===== config.mk =====
export PLATFORM = sky130hd
export DESIGN_NAME = hilo_reg_unit
export DESIGN_NICKNAME = d
export VERILOG_FILES = /design/src/rtl/hilo_pkg.sv /design/src/rtl/hilo_src_sel.sv /design/src/rtl/hilo_reg_unit.sv
export SDC_FILE = /design/constraint.sdc
export NUM_CORES = 1
export LEC_CHECK = 0
export ABC_AREA = 1
export ABC_CLOCK_PERIOD_IN_PS = 3070
export BUFFER_PORTS_ARGS = -buffer_cell sky130_fd_sc_hd__buf_2
export CORE_AREA = 2 2 106 108
export CTS_BUF_LIST = sky130_fd_sc_hd__clkbuf_4
export DETAILED_ROUTE_END_ITERATION = 10
export DIE_AREA = 0 0 108 110
export PLACE_DENSITY = 0.79
export SETUP_SLACK_MARGIN = 0.15
export SLEW_MARGIN = 25
export SYNTH_ARGS = -nofsm -noshare
export SYNTH_HDL_FRONTEND = slang
export SYNTH_SLANG_ARGS = --single-unit

===== constraint.sdc =====
create_clock -name clk -period 3.07 [get_ports clk]
set_input_delay 0.614 -clock clk [delete_from_list [all_inputs] [get_ports clk]]
set_output_delay 0.614 -clock clk [all_outputs]
set_load 0.02 [all_outputs]

===== src/rtl/hilo_pkg.sv =====
// HI/LO register unit: shared widths, write-source indices and divide-tracking states.
package hilo_pkg;

  localparam int HILO_DW   = 32;
  localparam int HILO_NSRC = 3;

  // Write-source slots on the src_* buses
  localparam int SRC_MUL = 0;
  localparam int SRC_DIV = 1;
  localparam int SRC_MT  = 2;

  // Outstanding-divide tracking
  typedef enum logic [1:0] {
    ST_IDLE    = 2'd0,
    ST_PEND    = 2'd1,
    ST_DISCARD = 2'd2
  } div_st_e;

endpackage


===== src/rtl/hilo_src_sel.sv =====
// Fixed-priority write-source select for one field (HI or LO).
// The lowest index requesting the field wins; o_multi flags that more than one
// source asked for the field in the same cycle.
module hilo_src_sel #(
  parameter int NSRC = 3,
  parameter int DW   = 32
) (
  input  logic [NSRC-1:0]    i_valid,
  input  logic [NSRC-1:0]    i_we,
  input  logic [NSRC*DW-1:0] i_data,
  output logic               o_hit,
  output logic [DW-1:0]      o_data,
  output logic               o_multi
);

  logic [NSRC-1:0] w_req;

  assign w_req = i_valid & i_we;

  // Scan from the highest index down so the lowest requesting index is the last to land.
  always_comb begin
    o_hit   = 1'b0;
    o_data  = '0;
    o_multi = 1'b0;
    for (int i = NSRC - 1; i >= 0; i--) begin
      if (w_req[i]) begin
        if (o_hit) begin
          o_multi = 1'b1;
        end
        o_hit  = 1'b1;
        o_data = i_data[i*DW +: DW];
      end
    end
  end

endmodule


===== src/rtl/hilo_reg_unit.sv =====
// Architectural HI/LO register pair with same-cycle write bypass, outstanding
// divide tracking (stalls MFHI/MFLO while a divide is pending) and flush support.
//
//  state      | meaning
//  -----------+-------------------------------------------------------------
//  ST_IDLE    | no divide outstanding; a divider result here is an error
//  ST_PEND    | divide issued, result not yet back; reads of HI/LO stall
//  ST_DISCARD | divide was flushed; its result will be dropped on arrival
module hilo_reg_unit
  import hilo_pkg::*;
#(
  parameter int DW      = HILO_DW,
  parameter int NSRC    = HILO_NSRC,
  parameter int DIV_IDX = SRC_DIV
) (
  input  logic              clk,
  input  logic              resetn,
  input  logic [NSRC-1:0]   src_valid,
  input  logic [NSRC-1:0]   src_we_hi,
  input  logic [NSRC-1:0]   src_we_lo,
  input  logic [NSRC*DW-1:0] src_hi,
  input  logic [NSRC*DW-1:0] src_lo,
  input  logic              div_start,
  input  logic              flush,
  input  logic              rd_req,
  output logic [DW-1:0]     hi_out,
  output logic [DW-1:0]     lo_out,
  output logic              stall,
  output logic              div_busy,
  output logic              wr_err
);

  div_st_e         r_state;
  logic            r_busy;
  logic            r_err;
  logic [DW-1:0]   r_hi;
  logic [DW-1:0]   r_lo;

  logic [NSRC-1:0] w_valid_eff;
  logic            w_div_ret;
  logic            w_start;
  logic            w_hit_hi;
  logic            w_hit_lo;
  logic            w_multi_hi;
  logic            w_multi_lo;
  logic            w_multi;
  logic [DW-1:0]   w_data_hi;
  logic [DW-1:0]   w_data_lo;

  assign w_div_ret = src_valid[DIV_IDX];
  // A divide issued in the same cycle as a flush belongs to the squashed path.
  assign w_start   = div_start & ~flush;

  // The divider only writes when its result is actually awaited; IDLE arrivals
  // and results of flushed divides never reach the registers.
  always_comb begin
    w_valid_eff          = src_valid;
    w_valid_eff[DIV_IDX] = src_valid[DIV_IDX] & (r_state == ST_PEND);
  end

  hilo_src_sel #(
    .NSRC (NSRC),
    .DW   (DW)
  ) u_sel_hi (
    .i_valid (w_valid_eff),
    .i_we    (src_we_hi),
    .i_data  (src_hi),
    .o_hit   (w_hit_hi),
    .o_data  (w_data_hi),
    .o_multi (w_multi_hi)
  );

  hilo_src_sel #(
    .NSRC (NSRC),
    .DW   (DW)
  ) u_sel_lo (
    .i_valid (w_valid_eff),
    .i_we    (src_we_lo),
    .i_data  (src_lo),
    .o_hit   (w_hit_lo),
    .o_data  (w_data_lo),
    .o_multi (w_multi_lo)
  );

  assign w_multi = w_multi_hi | w_multi_lo;

  // Architectural HI/LO: load the winning source, otherwise hold.
  always_ff @(posedge clk or negedge resetn) begin
    if (!resetn) begin
      r_hi <= '0;
      r_lo <= '0;
    end else begin
      if (w_hit_hi) begin
        r_hi <= w_data_hi;
      end
      if (w_hit_lo) begin
        r_lo <= w_data_lo;
      end
    end
  end

  // Divide tracking FSM with registered busy flag and error pulse.
  // In PEND a returning result takes precedence over a same-cycle flush: the
  // divide has already completed, so there is nothing left to cancel.
  always_ff @(posedge clk or negedge resetn) begin
    if (!resetn) begin
      r_state <= ST_IDLE;
      r_busy  <= 1'b0;
      r_err   <= 1'b0;
    end else begin
      case (r_state)
        ST_IDLE: begin
          r_err <= w_multi | w_div_ret;
          if (w_start) begin
            r_state <= ST_PEND;
            r_busy  <= 1'b1;
          end
        end
        ST_PEND: begin
          r_err <= w_multi | w_start;
          if (w_div_ret) begin
            r_state <= ST_IDLE;
            r_busy  <= 1'b0;
          end else if (flush) begin
            r_state <= ST_DISCARD;
            r_busy  <= 1'b1;
          end
        end
        ST_DISCARD: begin
          r_err <= w_multi;
          if (w_div_ret) begin
            if (w_start) begin
              r_state <= ST_PEND;
              r_busy  <= 1'b1;
            end else begin
              r_state <= ST_IDLE;
              r_busy  <= 1'b0;
            end
          end
        end
        default: begin
          r_state <= ST_IDLE;
          r_busy  <= 1'b0;
          r_err   <= w_multi;
        end
      endcase
    end
  end

  // Same-cycle forwarding of the winning write, else the stored value.
  assign hi_out = w_hit_hi ? w_data_hi : r_hi;
  assign lo_out = w_hit_lo ? w_data_lo : r_lo;

  // The completing cycle does not stall: the bypass already carries the result.
  assign stall    = rd_req & (r_state == ST_PEND) & ~w_div_ret;
  assign div_busy = r_busy;
  assign wr_err   = r_err;

endmodule

Yosys cells after proc, flatten, opt, wreduce, memory -nomap -nowiden
Cells that the tools add are included.
{"block": "word_totals", "regBits": 68, "inputBits": 206, "out_inout_bits": 67, "elab_cells": 58}
{"block": "op_classes", "n_eq_ne": 5, "mux": 35, "bitwise_logic": 11, "reduce_logical": 2}
{"cell": "32-bit two-way mux", "n": 8}
{"cell": "1-bit two-way mux", "n": 20}
{"cell": "2-bit two-way mux", "n": 4}
{"cell": "3-bit bitwise AND", "n": 2}
{"cell": "2-bit one-hot mux with 3 select lines", "n": 1}
{"cell": "1-bit bitwise AND", "n": 4}
{"cell": "2-bit inequality test, second input constant", "n": 2}
{"cell": "3-bit inequality test, second input constant", "n": 1}
{"cell": "1-bit OR", "n": 3}
{"cell": "1-bit one-hot mux with 3 select lines", "n": 1}
{"cell": "3-bit AND reduction", "n": 1}
{"cell": "2-bit by 1-bit equality test with 1-bit output, second input constant", "n": 1}
{"cell": "2-bit equality test, second input constant", "n": 1}
{"cell": "2-bit logical NOT", "n": 1}
{"cell": "1-bit inverter", "n": 2}
{"cell": "1-bit one-hot mux with 2 select lines", "n": 1}

Longest topological paths before layout
Gate-level depths: netlist (run 1).
{"block": "logic_depth", "ltp_word": 11, "mapped_depth": 8, "mapped_depth_nobuf": 7}

By module
From an unflattened synthesis (run 1), not the netlist that was laid out.
{"block": "unflattened", "cells_unflattened": 682, "hier_area_um2": 5308.8}
{"module": "hilo_reg_unit", "instances": 1, "cells_each": 168, "area_each_um2": 2911.5, "seq_area_each_um2": 1701.6}
{"module": "hilo_src_sel", "instances": 2, "cells_each": 257, "area_each_um2": 1198.6, "seq_area_each_um2": 0.0}

Least setup slack after synthesis (run 1)
OpenSTA, ideal clock, no wires.
{"block": "synth_path", "path_type": "input to output", "start": "in src_valid[1]", "end": "out hi_out[10]", "t_arrival_ps": 1511, "required_time_ps": 2456, "slack_ps": 945, "stages": 7, "n_path_buf": 2, "path_cell_list": "buf_2 nand3_1 nor2_2 buf_4 nand2_1 nand3_1 nand3_1"}
{"block": "synth_between", "elab_chain_cells": 5, "elab_cells_between_ends": 7, "classes_between": "mux (5); bitwise (2)"}
{"element": "from (decl)", "line_no": "hilo_reg_unit.sv:18", "rtl": "input logic [NSRC-1:0] src_valid,"}
{"element": "1-bit bitwise AND *", "line_no": "hilo_reg_unit.sv:58", "rtl": "w_valid_eff[DIV_IDX] = src_valid[DIV_IDX] & (r_state == ST_PEND);"}
{"element": "3-bit bitwise AND *", "line_no": "hilo_src_sel.sv:18", "rtl": "assign w_req = i_valid & i_we;"}
{"element": "32-bit two-way mux or 1-bit two-way mux (tied branches) (2 in series)", "line_no": "hilo_src_sel.sv:26", "rtl": "if (w_req[i]) begin"}
{"element": "32-bit two-way mux *"}
{"element": "to (decl)", "line_no": "hilo_reg_unit.sv:26", "rtl": "output logic [DW-1:0] hi_out,"}
Every way passes the cells marked *; elsewhere a longest branch is shown, timed or not.

Worst setup path in the final report (run 1)
{"block": "layout_path", "start": "reg r_state[0]", "end": "out lo_out[31]"}
{"block": "layout_between", "elab_chain_cells": 6, "elab_cells_between_ends": 8, "classes_between": "eq/ne (1); mux (5); bitwise (2)"}
{"element": "from (decl)", "line_no": "hilo_reg_unit.sv:33", "rtl": "div_st_e r_state;"}
{"element": "from (signal assigned)", "line_no": "hilo_reg_unit.sv:107", "rtl": "r_state <= ST_IDLE;"}
{"element": "from (signal assigned)", "line_no": "hilo_reg_unit.sv:115", "rtl": "r_state <= ST_PEND;"}
{"element": "from (signal assigned)", "line_no": "hilo_reg_unit.sv:122", "rtl": "r_state <= ST_IDLE;"}
{"element": "2-bit by 1-bit equality test with 1-bit output *", "line_no": "hilo_reg_unit.sv:58"}
{"element": "1-bit bitwise AND *", "line_no": "hilo_reg_unit.sv:58"}
{"element": "3-bit bitwise AND *", "line_no": "hilo_src_sel.sv:18"}
{"element": "32-bit two-way mux or 1-bit two-way mux (tied branches) (2 in series)", "line_no": "hilo_src_sel.sv:26"}
{"element": "32-bit two-way mux *"}
{"element": "to (decl)", "line_no": "hilo_reg_unit.sv:27", "rtl": "output logic [DW-1:0] lo_out,"}
Marked as above.

==> impl_metrics.sql, run 1 <==
INSERT INTO impl_metrics (metric_group, metric, value, unit) VALUES
('logic_synthesis', 'postSynthAreaPerCell', '6.594', 'µm²'),
('detailed_routing', 'drt_drc_violations_left', '0', ''),
('critical_path', 'worst-path-max-fanout', '21', ''),
('sta', 'final-setup-viol-count', '0', ''),
('clock_network', 'hold_buffers', '0', ''),
('global_routing', 'gr-usage-met1', '29.81', '%'),
('detailed_routing', 'drt-vias-per-instance', '5.186', ''),
('global_routing', 'groute.layer.met2.usage', '47.30', '%'),
('logic_synthesis', 'synthesis.area', '0.004563', 'mm²'),
('sta', 'fmax', '365.1', 'MHz'),
('logic_synthesis', 'synth_cell_types', '16', ''),
('detailed_routing', 'number_of_violations_reported_at_the_end_of_detailed_routing_iteration_0', '420', ''),
('global_routing', 'grt.overflow.total', '0', ''),
('clock_network', 'clock_latency', '0.41', 'ns'),
('clock_network', 'cts_inserted_buffers', '9', ''),
('detailed_routing', 'totalWireLength', '16.04', 'mm'),
('floorplan', 'standard_cell_row_count', '38', ''),
('sta', 'final-max-slew-violation-count', '0', ''),
('placement', 'gp_congestion', '0.8585', ''),
('sta', 'timing.final.crit_period', '2.739', 'ns'),
('clock_network', 'cts.sink_count', '68', ''),
('floorplan', 'floorplan.die.height', '110', 'µm'),
('run_status', 'status', 'completed', ''),
('finish', 'area.growth.synth_to_final', '35.02', '%'),
('power_and_ir_drop', 'pwr_density_cell', '593.8', 'mW/mm²'),
('finish', 'multi_input_comb_area', '0.002277', 'mm²'),
('global_routing', 'grt_antenna_before_repair', '1', ''),
('finish', 'nNetsFinal', '1137', ''),
('logic_synthesis', 'ys_seq_elements', '68', ''),
('finish', 'layout.cells.most_common_list', '272 x buf_2, 244 x nand2_1, 134 x nand3_1', ''),
('finish', 'antenna_cells_inserted', '0', ''),
('sta', 'hold-worst-slack', '0.2853', 'ns'),
('global_routing', 'first_global_vias', '5301', ''),
('global_routing', 'grt_start_max_net_pins', '66', ''),
('clock_network', 'cts-resized-gates', '0', ''),
('logic_synthesis', 'synthCells', '692', ''),
('power_and_ir_drop', 'vdd_ir_drop_max', '0.0003067', 'V'),
('critical_path', 'cp_data_required_time', '2.46', 'ns'),
('clock_network', 'cts.reportedPaths.clkPinSlew', '0.12', 'ns'),
('floorplan', 'die_width', '108', 'µm'),
('floorplan', 'floorplan.core_area', '0.01070', 'mm²'),
('sta', 'min_period_over_period', '89.22', '%'),
('global_routing', 'global_routing_usage_on_met3', '6.937', '%'),
('clock_network', 'cts_buffer_depth', '2', ''),
('finish', 'layout-drive-gt1-share', '33.01', '%'),
('logic_synthesis', 'synth_fp_nets', '898', ''),
('detailed_routing', 'average_detailed_routed_wire_length_per_instance', '14.91', 'µm'),
('logic_synthesis', 'sequential_area_share_after_synthesis', '37.29', '%'),
('sta', 'rsz0062_at_grt', 'no', ''),
('floorplan', 'pin_count', '273', ''),
('logic_synthesis', 'ys.warnings.count', '0', ''),
('sta', 'worst_clock_skew', '0.01633', 'ns'),
('detailed_routing', 'remaining_antenna_violation_count', '0', ''),
('sta', 'transition_time_at_the_pin_with_the_least_slew_margin', '0.8154', 'ns'),
('clock_network', 'cts.root.buffer_cell', 'clkbuf_4', ''),
('detailed_routing', 'drt_pass1_iterations', '5', ''),
('critical_path', 'worstSetupEndpointType', 'output pin', ''),
('critical_path', 'worstSetupStartpointType', 'flip-flop', ''),
('critical_path', 'critPathKind', 'reg2out', ''),
('min_path', 'min-delay-path-class', 'in2async', ''),
('sta', 'slew_headroom', '45.64', '%'),
('global_routing', 'overall_global_routing_resource_usage', '26.45', '%'),
('sta', 'setup_total_negative_slack', '0', 'ns'),
('floorplan', 'fp.dieArea', '0.01188', 'mm²'),
('clock_network', 'cts_setup_buffers', '0', ''),
('global_routing', 'wire_length_of_the_first_global_routing_pass', '24.76', 'mm'),
('finish', 'filler_instances', '1075', ''),
('power_and_ir_drop', 'cellLeakagePower', '3.669', 'nW'),
('critical_path', 'worst-endpoint-arrival', '2.13', 'ns'),
('detailed_routing', 'dr_total_vias', '5580', ''),
('clock_network', 'cts_htree_levels', '3', ''),
('placement', 'place_hpwl', '11.57', 'mm'),
('run', 'drv.max_cap_violation_count', '0', ''),
('placement', 'io_buffer_count', '272', ''),
('floorplan', 'initial_core_util', '42.65', '%'),
('global_routing', 'grt_busiest_layer', 'met2', ''),
('clock_network', 'cts_tree', 'yes', ''),
('finish', 'layout_commonest_cell', 'buf_2', ''),
('finish', 'seqCellArea', '0.001702', 'mm²'),
('sta', 'hold_violations', '0', '');
## worst paths after layout
kind	start	endpoint	slack [ns]	cells after the start
max	r_state[0]	lo_out[31]	0.33	7
min	resetn	r_hi[31]	0.29	1
max reg2reg	r_state[0]	r_lo[26]	1.40	6
min reg2reg	div_busy	div_busy	0.51	2
max in group asynchronous	resetn	r_lo[29]	2.08	2
min in group clk	src_lo[17]	r_lo[17]	0.43	3
## cell usage after synthesis
| cell type | instances | area (µm²) |
|---|---|---|
| nand2_1 | 246 | 923.4 |
| nand3_1 | 134 | 670.6 |
| nand4_1 | 97 | 606.8 |
| inv_1 | 74 | 277.8 |
| dfrtp_1 | 68 | 1702 |
| clkbuf_1 | 24 | 90.09 |
| buf_2 | 19 | 95.09 |
| buf_4 | 11 | 82.58 |
| nor2_1 | 6 | 22.52 |
| buf_1 | 3 | 11.26 |
| buf_6 | 3 | 33.78 |
| inv_2 | 2 | 7.510 |
| o21ai_0 | 2 | 10.01 |
| nand4_2 | 1 | 12.51 |
| nor2_2 | 1 | 6.260 |
| nor2_4 | 1 | 11.26 |
## area by class of cell
cell class	instances	share of cell area [%]
multi-input combinational	488	36.96
inverter	76	4.630
sequential	68	27.62
timing repair buffer	288	25.06
clock inverter	6	1.665
tap	140	2.843
clock buffer	10	1.219
## registers in the layout, summed over array words and instances, names as in the netlist
register,count
div_busy,1
r_hi,32
r_lo,32
r_state,2
wr_err,1
## power by group
group | internal, W | total, W | switching [W] | leakage (nW)
logic | 0.000581 | 0.00168 | 0.00110 | 2.75
clock network | 0.000416 | 0.000746 | 0.000331 | 0.0955
registers | 0.00115 | 0.00124 | 0.0000892 | 0.826
## through the flow
step                      util, %  power (W)  instances  setup slack (ns)  cell area [µm²]
after global placement      55.85   0.002901       1060            0.5026             5974
after CTS                   57.51   0.003679       1076            0.3261             6152
after detailed placement    55.85   0.002929       1060            0.4551             5974
after global routing        57.59   0.003914       1076            0.1574             6161
final                       57.59   0.003658       1076            0.3308             6161
after floorplan                 -   0.002342        692            0.9446             4563
## cell families after synthesis
family	after synthesis	share of synthesized area, %
and+or+nand+nor	486	49.38
buffers and inverters	136	13.11
DFF	68	37.29
AOI/OAI and AO/OA	2	0.2194
## per-layer routing
layer	wire length (µm)	share of wire, %	vias to the layer above
met5	11	0.069	-
met4	525	3.3	2
met3	1459	9.1	34
met2	7864	49	255
met1	6179	39	2514
li1	-	-	2775
## worst max-delay path, stage by stage, from the launching register on
cell and delay (ns):
dfrtp_1 0.48, inv_2 0.10, nor2_4 0.40, buf_4 0.25, nand4_1 0.09, nand3_1 0.09
nand3_1 0.12, buf_2 0.19
No activity file was read; power rests on OpenSTA's default activity.
==> run 2, diff against run 1 <==
Settings changed: PLACE_DENSITY 0.79 to default, PLACE_DENSITY_LB_ADDON from default to 0.1.
==> run 2 against run 1 <==
Compared with the run above:
- global-route usage about the same
- cell area down 0.39%
- worst hold slack worse by 0.10 ns
- register-to-register slack is essentially flat
- sequential cell count is the same
- total power down 2.8%
- routed wire length rose by 2.6%
- clock power fell by 22%
- cell count grew 0.19%
- setup slack better by 0.011 ns
- clock skew is 0.0042 ns lower
- critical path depth stayed put
- critical path type unchanged
- largest cell class unchanged
==> impl_metrics.sql, run 2 (synthesis results as in run 1) <==
INSERT INTO impl_metrics (metric_group, metric, value, unit) VALUES
('run_status', 'status', 'completed', ''),
('clock_network', 'cts.reportedPaths.clkPinSlew', '0.11', 'ns'),
('clock_network', 'cts.root.buffer_cell', 'clkbuf_4', ''),
('critical_path', 'worstSetupStartpointType', 'flip-flop', ''),
('detailed_routing', 'drt-vias-per-instance', '5.329', ''),
('critical_path', 'worst-path-max-fanout', '23', ''),
('detailed_routing', 'drt_pass1_iterations', '7', ''),
('sta', 'hold_violations', '0', ''),
('finish', 'layout_commonest_cell', 'buf_2', ''),
('finish', 'largestRegisters', 'r_hi: 32 flops, r_lo: 32 flops, r_state: 2 flops', ''),
('sta', 'final-max-slew-violation-count', '0', ''),
('placement', 'io_buffer_count', '272', ''),
('sta', 'slew_headroom', '60.90', '%'),
('critical_path', 'cpMaxStageDelayCell', 'dfrtp_1', ''),
('finish', 'area.growth.synth_to_final', '34.49', '%'),
('placement', 'place_hpwl', '11.79', 'mm'),
('sta', 'setup_total_negative_slack', '0', 'ns'),
('clock_network', 'clock_latency', '0.41', 'ns'),
('detailed_routing', 'drt_drc_violations_left', '0', ''),
('critical_path', 'critical-path-max-stage-delay', '0.49', 'ns'),
('global_routing', 'grt_antenna_before_repair', '0', ''),
('global_routing', 'overall_global_routing_resource_usage', '26.46', '%'),
('global_routing', 'grt_start_max_net_pins', '66', ''),
('sta', 'timing.final.crit_period', '2.729', 'ns'),
('finish', 'layout-drive-gt1-share', '33.26', '%'),
('floorplan', 'pin_count', '273', ''),
('placement', 'dpl.cell_count', '1062', ''),
('finish', 'post_layout_nonfiller_instances', '1078', ''),
('detailed_routing', 'dr_total_vias', '5745', ''),
('clock_network', 'cts_tree', 'yes', ''),
('detailed_routing', 'average_detailed_routed_wire_length_per_instance', '15.27', 'µm'),
('floorplan', 'floorplan.core_area', '0.01070', 'mm²'),
('critical_path', 'critPathMostFrequentCell', 'nand3_1', ''),
('finish', 'antenna_cells_inserted', '0', ''),
('sta', 'min_period_over_period', '88.88', '%'),
('floorplan', 'standard_cell_row_count', '38', ''),
('floorplan', 'die_width', '108', 'µm'),
('floorplan', 'floorplan.die.height', '110', 'µm'),
('clock_network', 'cts_htree_levels', '3', ''),
('run', 'drv.max_cap_violation_count', '0', ''),
('min_path', 'min-delay-path-class', 'in2async', ''),
('global_routing', 'first_global_vias', '5463', ''),
('clock_network', 'cts_inserted_buffers', '9', ''),
('sta', 'worst_clock_skew', '0.01215', 'ns'),
('clock_network', 'hold_buffers', '0', ''),
('critical_path', 'cp_cell_sequence', 'inv_2 -> nand4_4 -> buf_12 -> nand2_1 -> nand3_1 -> nand3_1 -> buf_2', ''),
('floorplan', 'fp.dieArea', '0.01188', 'mm²'),
('finish', 'nNetsFinal', '1140', ''),
('placement', 'post-place-ws', '0.3111', 'ns'),
('critical_path', 'worst-endpoint-arrival', '2.11', 'ns'),
('global_routing', 'grt.overflow.total', '0', ''),
('clock_network', 'cts.sink_count', '68', ''),
('critical_path', 'cp_data_required_time', '2.46', 'ns'),
('finish', 'filler_instances', '1091', ''),
('power_and_ir_drop', 'totalPowerFinal', '0.003554', 'W'),
('sta', 'final-setup-viol-count', '0', ''),
('power_and_ir_drop', 'vdd_ir_drop_max', '0.0002706', 'V'),
('sta', 'fmax', '366.5', 'MHz'),
('detailed_routing', 'number_of_violations_reported_at_the_end_of_detailed_routing_iteration_0', '426', ''),
('sta', 'transition_time_at_the_pin_with_the_least_slew_margin', '0.5865', 'ns'),
('clock_network', 'cts_setup_buffers', '0', ''),
('critical_path', 'worstSetupEndpointType', 'output pin', ''),
('detailed_routing', 'remaining_antenna_violation_count', '0', ''),
('sta', 'rsz0062_at_grt', 'no', ''),
('finish', 'layout.cells.most_common_list', '272 x buf_2, 244 x nand2_1, 134 x nand3_1', ''),
('sta', 'final_critical_path_setup_slack', '0.3415', 'ns'),
('power_and_ir_drop', 'cellLeakagePower', '3.659', 'nW'),
('detailed_routing', 'totalWireLength', '16.46', 'mm'),
('global_routing', 'wire_length_of_the_first_global_routing_pass', '24.87', 'mm'),
('power_and_ir_drop', 'pwr_density_cell', '579.2', 'mW/mm²'),
('placement', 'gp_congestion', '0.8471', ''),
('clock_network', 'cts_buffer_depth', '2', ''),
('floorplan', 'initial_core_util', '42.65', '%'),
('critical_path', 'critPathKind', 'reg2out', ''),
('sta', 'hold-worst-slack', '0.1826', 'ns');
-- run 2: cell count changes in the layout (fill, tap and decap cells not counted), sizes merged --
cell,change
bufinv,-2
clkinv,-1
clkbuf,+2
buf,+2
nor2,+1
-- run 2: path summary, 6_finish.rpt --
check / startpoint / to / slack, ns / cells past startpoint
min reg2reg: div_busy / div_busy / 0.49 / 2
min in group clk: src_hi[6] / r_hi[6] / 0.43 / 3
min: resetn / r_hi[23] / 0.18 / 1
max in group asynchronous: resetn / r_lo[3] / 2.08 / 2
max: r_state[1] / lo_out[16] / 0.34 / 7
max reg2reg: r_state[0] / div_busy / 1.39 / 7
-- run 2: layout make-up --
class / count / area, µm² / share of cell area, %
well taps: 140 / 175.2 / 2.854
inverters: 76 / 285.3 / 4.648
clock buffers: 12 / 90.09 / 1.468
repair buffers: 290 / 1563 / 25.46
flip-flops and latches: 68 / 1702 / 27.73
clock inverters: 3 / 38.79 / 0.6320
multi-input cells: 489 / 2283 / 37.21
-- run 2: what timing repair did --
| action | CTS | global route |
|---|---|---|
| gates resized for setup | 1 | 1 |
| gates cloned | 0 | 1 |
| pin swaps | 0 | 1 |
| endpoints found under the setup margin | 17 | 5 |
-- run 2: worst max-delay path, delay by kind of cell, from the launching register on --
| kind | cells | cell delay (ns) |
|---|---|---|
| flip-flops | 1 | 0.49 |
| buffers and inverters | 3 | 0.62 |
| AND/OR/NAND/NOR | 4 | 0.60 |
-- run 2: through the flow --
stage                     util, %  instance area [µm²]
after global routing        57.37                 6137
after global placement      55.99                 5989
final                       57.37                 6137
after floorplan                 -                 4563
after detailed placement    55.99                 5989
after CTS                   57.27                 6127
-- run 2: layer usage --
layer	global-route usage [%]	wire [µm]
met2	47.80	8278
met5	0	0
met4	12.64	522
met1	30.24	6337
met3	4.879	1320
-- run 2: where the power goes --
part / internal (W) / switching (W) / total (W) / leakage [nW]
Combinational: 0.000593 / 0.00114 / 0.00173 / 2.76
Clock: 0.000269 / 0.000314 / 0.000583 / 0.0748
Sequential: 0.00115 / 0.0000956 / 0.00124 / 0.826
==> run 3, diff against run 2 <==
Settings changed: CELL_PAD_IN_SITES_DETAIL_PLACEMENT from default to 1, CELL_PAD_IN_SITES_GLOBAL_PLACEMENT from default to 2, CORE_AREA 2 2 106 108 to default, CORE_ASPECT_RATIO from default to 0.8, CORE_UTILIZATION from default to 23, DIE_AREA 0 0 108 110 to default.
==> run 3 against run 2 <==
Compared with the run above:
- total power is 1.0% higher
- first-iteration DRC count shrank 55%
- sequential cell count stayed put
- critical endpoint is now hi_out[12]
- worst hold slack lost 0.016 ns
==> impl_metrics.sql, run 3 (synthesis results as in run 1) <==
INSERT INTO impl_metrics (metric_group, metric, value, unit) VALUES
('finish', 'layout-drive-gt1-share', '33.62', '%'),
('detailed_routing', 'dr_total_vias', '5811', ''),
('critical_path', 'cp_cell_sequence', 'inv_2 -> nand3_1 -> nor2_2 -> buf_6 -> nand2_1 -> nand3_1 -> nand3_1 -> buf_2', ''),
('sta', 'fmax', '363.1', 'MHz'),
('placement', 'io_buffer_count', '272', ''),
('clock_network', 'cts_inserted_buffers', '9', ''),
('min_path', 'min-delay-path-class', 'in2async', ''),
('detailed_routing', 'remaining_antenna_violation_count', '0', ''),
('clock_network', 'cts_buffer_depth', '2', ''),
('global_routing', 'grt_start_max_net_pins', '69', ''),
('detailed_routing', 'number_of_violations_reported_at_the_end_of_detailed_routing_iteration_0', '192', ''),
('floorplan', 'standard_cell_row_count', '45', ''),
('global_routing', 'first_global_vias', '6196', ''),
('finish', 'area.growth.synth_to_final', '38.99', '%'),
('detailed_routing', 'totalWireLength', '20.74', 'mm'),
('detailed_routing', 'drt_drc_violations_left', '0', ''),
('clock_network', 'cts.sink_count', '68', ''),
('detailed_routing', 'drt_pass1_iterations', '6', ''),
('power_and_ir_drop', 'cellLeakagePower', '3.675', 'nW'),
('global_routing', 'wire_length_of_the_first_global_routing_pass', '33.13', 'mm'),
('placement', 'post_dp_cell_area', '0.006141', 'mm²'),
('floorplan', 'pin_count', '273', ''),
('floorplan', 'die_width', '159.5', 'µm'),
('sta', 'hold-worst-slack', '0.1669', 'ns'),
('global_routing', 'grt.overflow.total', '0', ''),
('sta', 'final-setup-viol-count', '0', ''),
('floorplan', 'initial_core_util', '23.77', '%'),
('global_routing', 'groute.layer.met2.usage', '34.63', '%'),
('critical_path', 'worst-path-max-fanout', '33', ''),
('clock_network', 'clock_latency', '0.46', 'ns'),
('run', 'drv.max_cap_violation_count', '0', ''),
('clock_network', 'cts.reportedPaths.clkPinSlew', '0.13', 'ns'),
('global_routing', 'gr-usage-met1', '26.35', '%'),
('finish', 'nNetsFinal', '1147', ''),
('critical_path', 'critPathMostFrequentCell', 'nand3_1', ''),
('critical_path', 'critical-path-max-stage-delay', '0.46', 'ns'),
('detailed_routing', 'drt-vias-per-instance', '4.802', ''),
('critical_path', 'worst-endpoint-arrival', '2.14', 'ns'),
('run_status', 'status', 'completed', ''),
('sta', 'final-max-slew-violation-count', '0', ''),
('sta', 'rsz0062_at_grt', 'no', ''),
('sta', 'transition_time_at_the_pin_with_the_least_slew_margin', '0.7215', 'ns'),
('sta', 'hold_violations', '0', ''),
('clock_network', 'cts.root.buffer_cell', 'clkbuf_4', ''),
('sta', 'setup_total_negative_slack', '0', 'ns'),
('critical_path', 'cp_data_required_time', '2.46', 'ns'),
('global_routing', 'overall_global_routing_resource_usage', '20.69', '%'),
('critical_path', 'worstSetupEndpointType', 'output pin', ''),
('critical_path', 'critPathKind', 'reg2out', ''),
('global_routing', 'grt_antenna_before_repair', '7', ''),
('clock_network', 'cts_htree_levels', '3', ''),
('power_and_ir_drop', 'pwr_density_cell', '566.2', 'mW/mm²'),
('floorplan', 'floorplan.die.height', '128.0', 'µm'),
('floorplan', 'fp.dieArea', '0.02041', 'mm²'),
('sta', 'worst_clock_skew', '0.01437', 'ns'),
('critical_path', 'worstSetupStartpointType', 'flip-flop', ''),
('sta', 'min_period_over_period', '89.70', '%'),
('floorplan', 'floorplan.core_area', '0.01920', 'mm²'),
('placement', 'place_hpwl', '14.33', 'mm'),
('global_routing', 'grt_busiest_layer', 'met2', ''),
('global_routing', 'global_routing_usage_on_met3', '5.823', '%'),
('power_and_ir_drop', 'vdd_ir_drop_max', '0.0002283', 'V'),
('placement', 'gp_congestion', '0.8829', ''),
('finish', 'largestRegisters', 'r_hi: 32 flops, r_lo: 32 flops, r_state: 2 flops', ''),
('power_and_ir_drop', 'totalPowerFinal', '0.003591', 'W'),
('sta', 'timing.final.crit_period', '2.754', 'ns'),
('detailed_routing', 'average_detailed_routed_wire_length_per_instance', '17.14', 'µm'),
('finish', 'layout.core_utilization', '33.03', '%'),
('clock_network', 'hold_buffers', '0', ''),
('finish', 'filler_instances', '2551', ''),
('finish', 'post-route-cell-area', '0.006342', 'mm²'),
('finish', 'layout.cells.most_common_list', '271 x buf_2, 244 x nand2_1, 134 x nand3_1', ''),
('clock_network', 'cts_tree', 'yes', ''),
('sta', 'slew_headroom', '51.90', '%'),
('critical_path', 'cpMaxStageDelayCell', 'dfrtp_1', ''),
('finish', 'layout_commonest_cell', 'buf_2', '');
run 3: final timing paths:
kind | startpoint | end | slack [ns] | cells past startpoint
min in group clk | src_lo[7] | r_lo[7] | 0.39 | 3
max in group asynchronous | resetn | r_hi[18] | 2.39 | 1
worst max register to register | r_state[1] | r_hi[12] | 1.43 | 7
worst max-delay path | r_state[1] | hi_out[12] | 0.32 | 8
worst min-delay path | resetn | r_lo[28] | 0.17 | 1
worst min register to register | div_busy | div_busy | 0.50 | 2
run 3: per-stage QoR:
step,cells,setup slack (ns)
CTS,1199,0.1747
global placement,1179,0.4227
finish,1210,0.3161
detailed placement,1179,0.3741
floorplan,692,0.9446
global route,1208,0.1542
run 3: cell type report:
| type | instances | area [µm²] | share of cell area [%] |
|---|---|---|---|
| Tap cell | 258 | 322.8 | 5.090 |
| Timing Repair Buffer | 297 | 1622 | 25.57 |
| Sequential cell | 68 | 1702 | 26.83 |
| Antenna cell | 6 | 15.01 | 0.2367 |
| Inverter | 76 | 285.3 | 4.498 |
| Multi-Input combinational cell | 489 | 2290 | 36.10 |
| Clock inverter | 6 | 31.28 | 0.4932 |
| Clock buffer | 10 | 75.07 | 1.184 |
run 3: timing repair:
action	CTS	global route
setup buffers	3	5
pin swaps	1	1
resized for setup	0	1
cloned	1	0
endpoints found under the setup margin	18	37
run 3: power breakdown:
part / internal (W) / switching [W] / leakage (nW)
logic: 0.000624 / 0.00119 / 2.79
clock network: 0.000166 / 0.000372 / 0.0550
registers: 0.00115 / 0.0000967 / 0.826
run 3: layer usage:
layer	wire length (µm)	vias to the layer above
met5	0	-
met4	207	0
met3	1142	15
met2	9793	173
met1	9593	2816
li1	-	2807
run 3: worst max-delay path, delay by kind of cell (launching register included):
family	cells	cell delay, ns
DFF	1	0.46
and+or+nand+nor	5	0.55
buffers and inverters	3	0.66
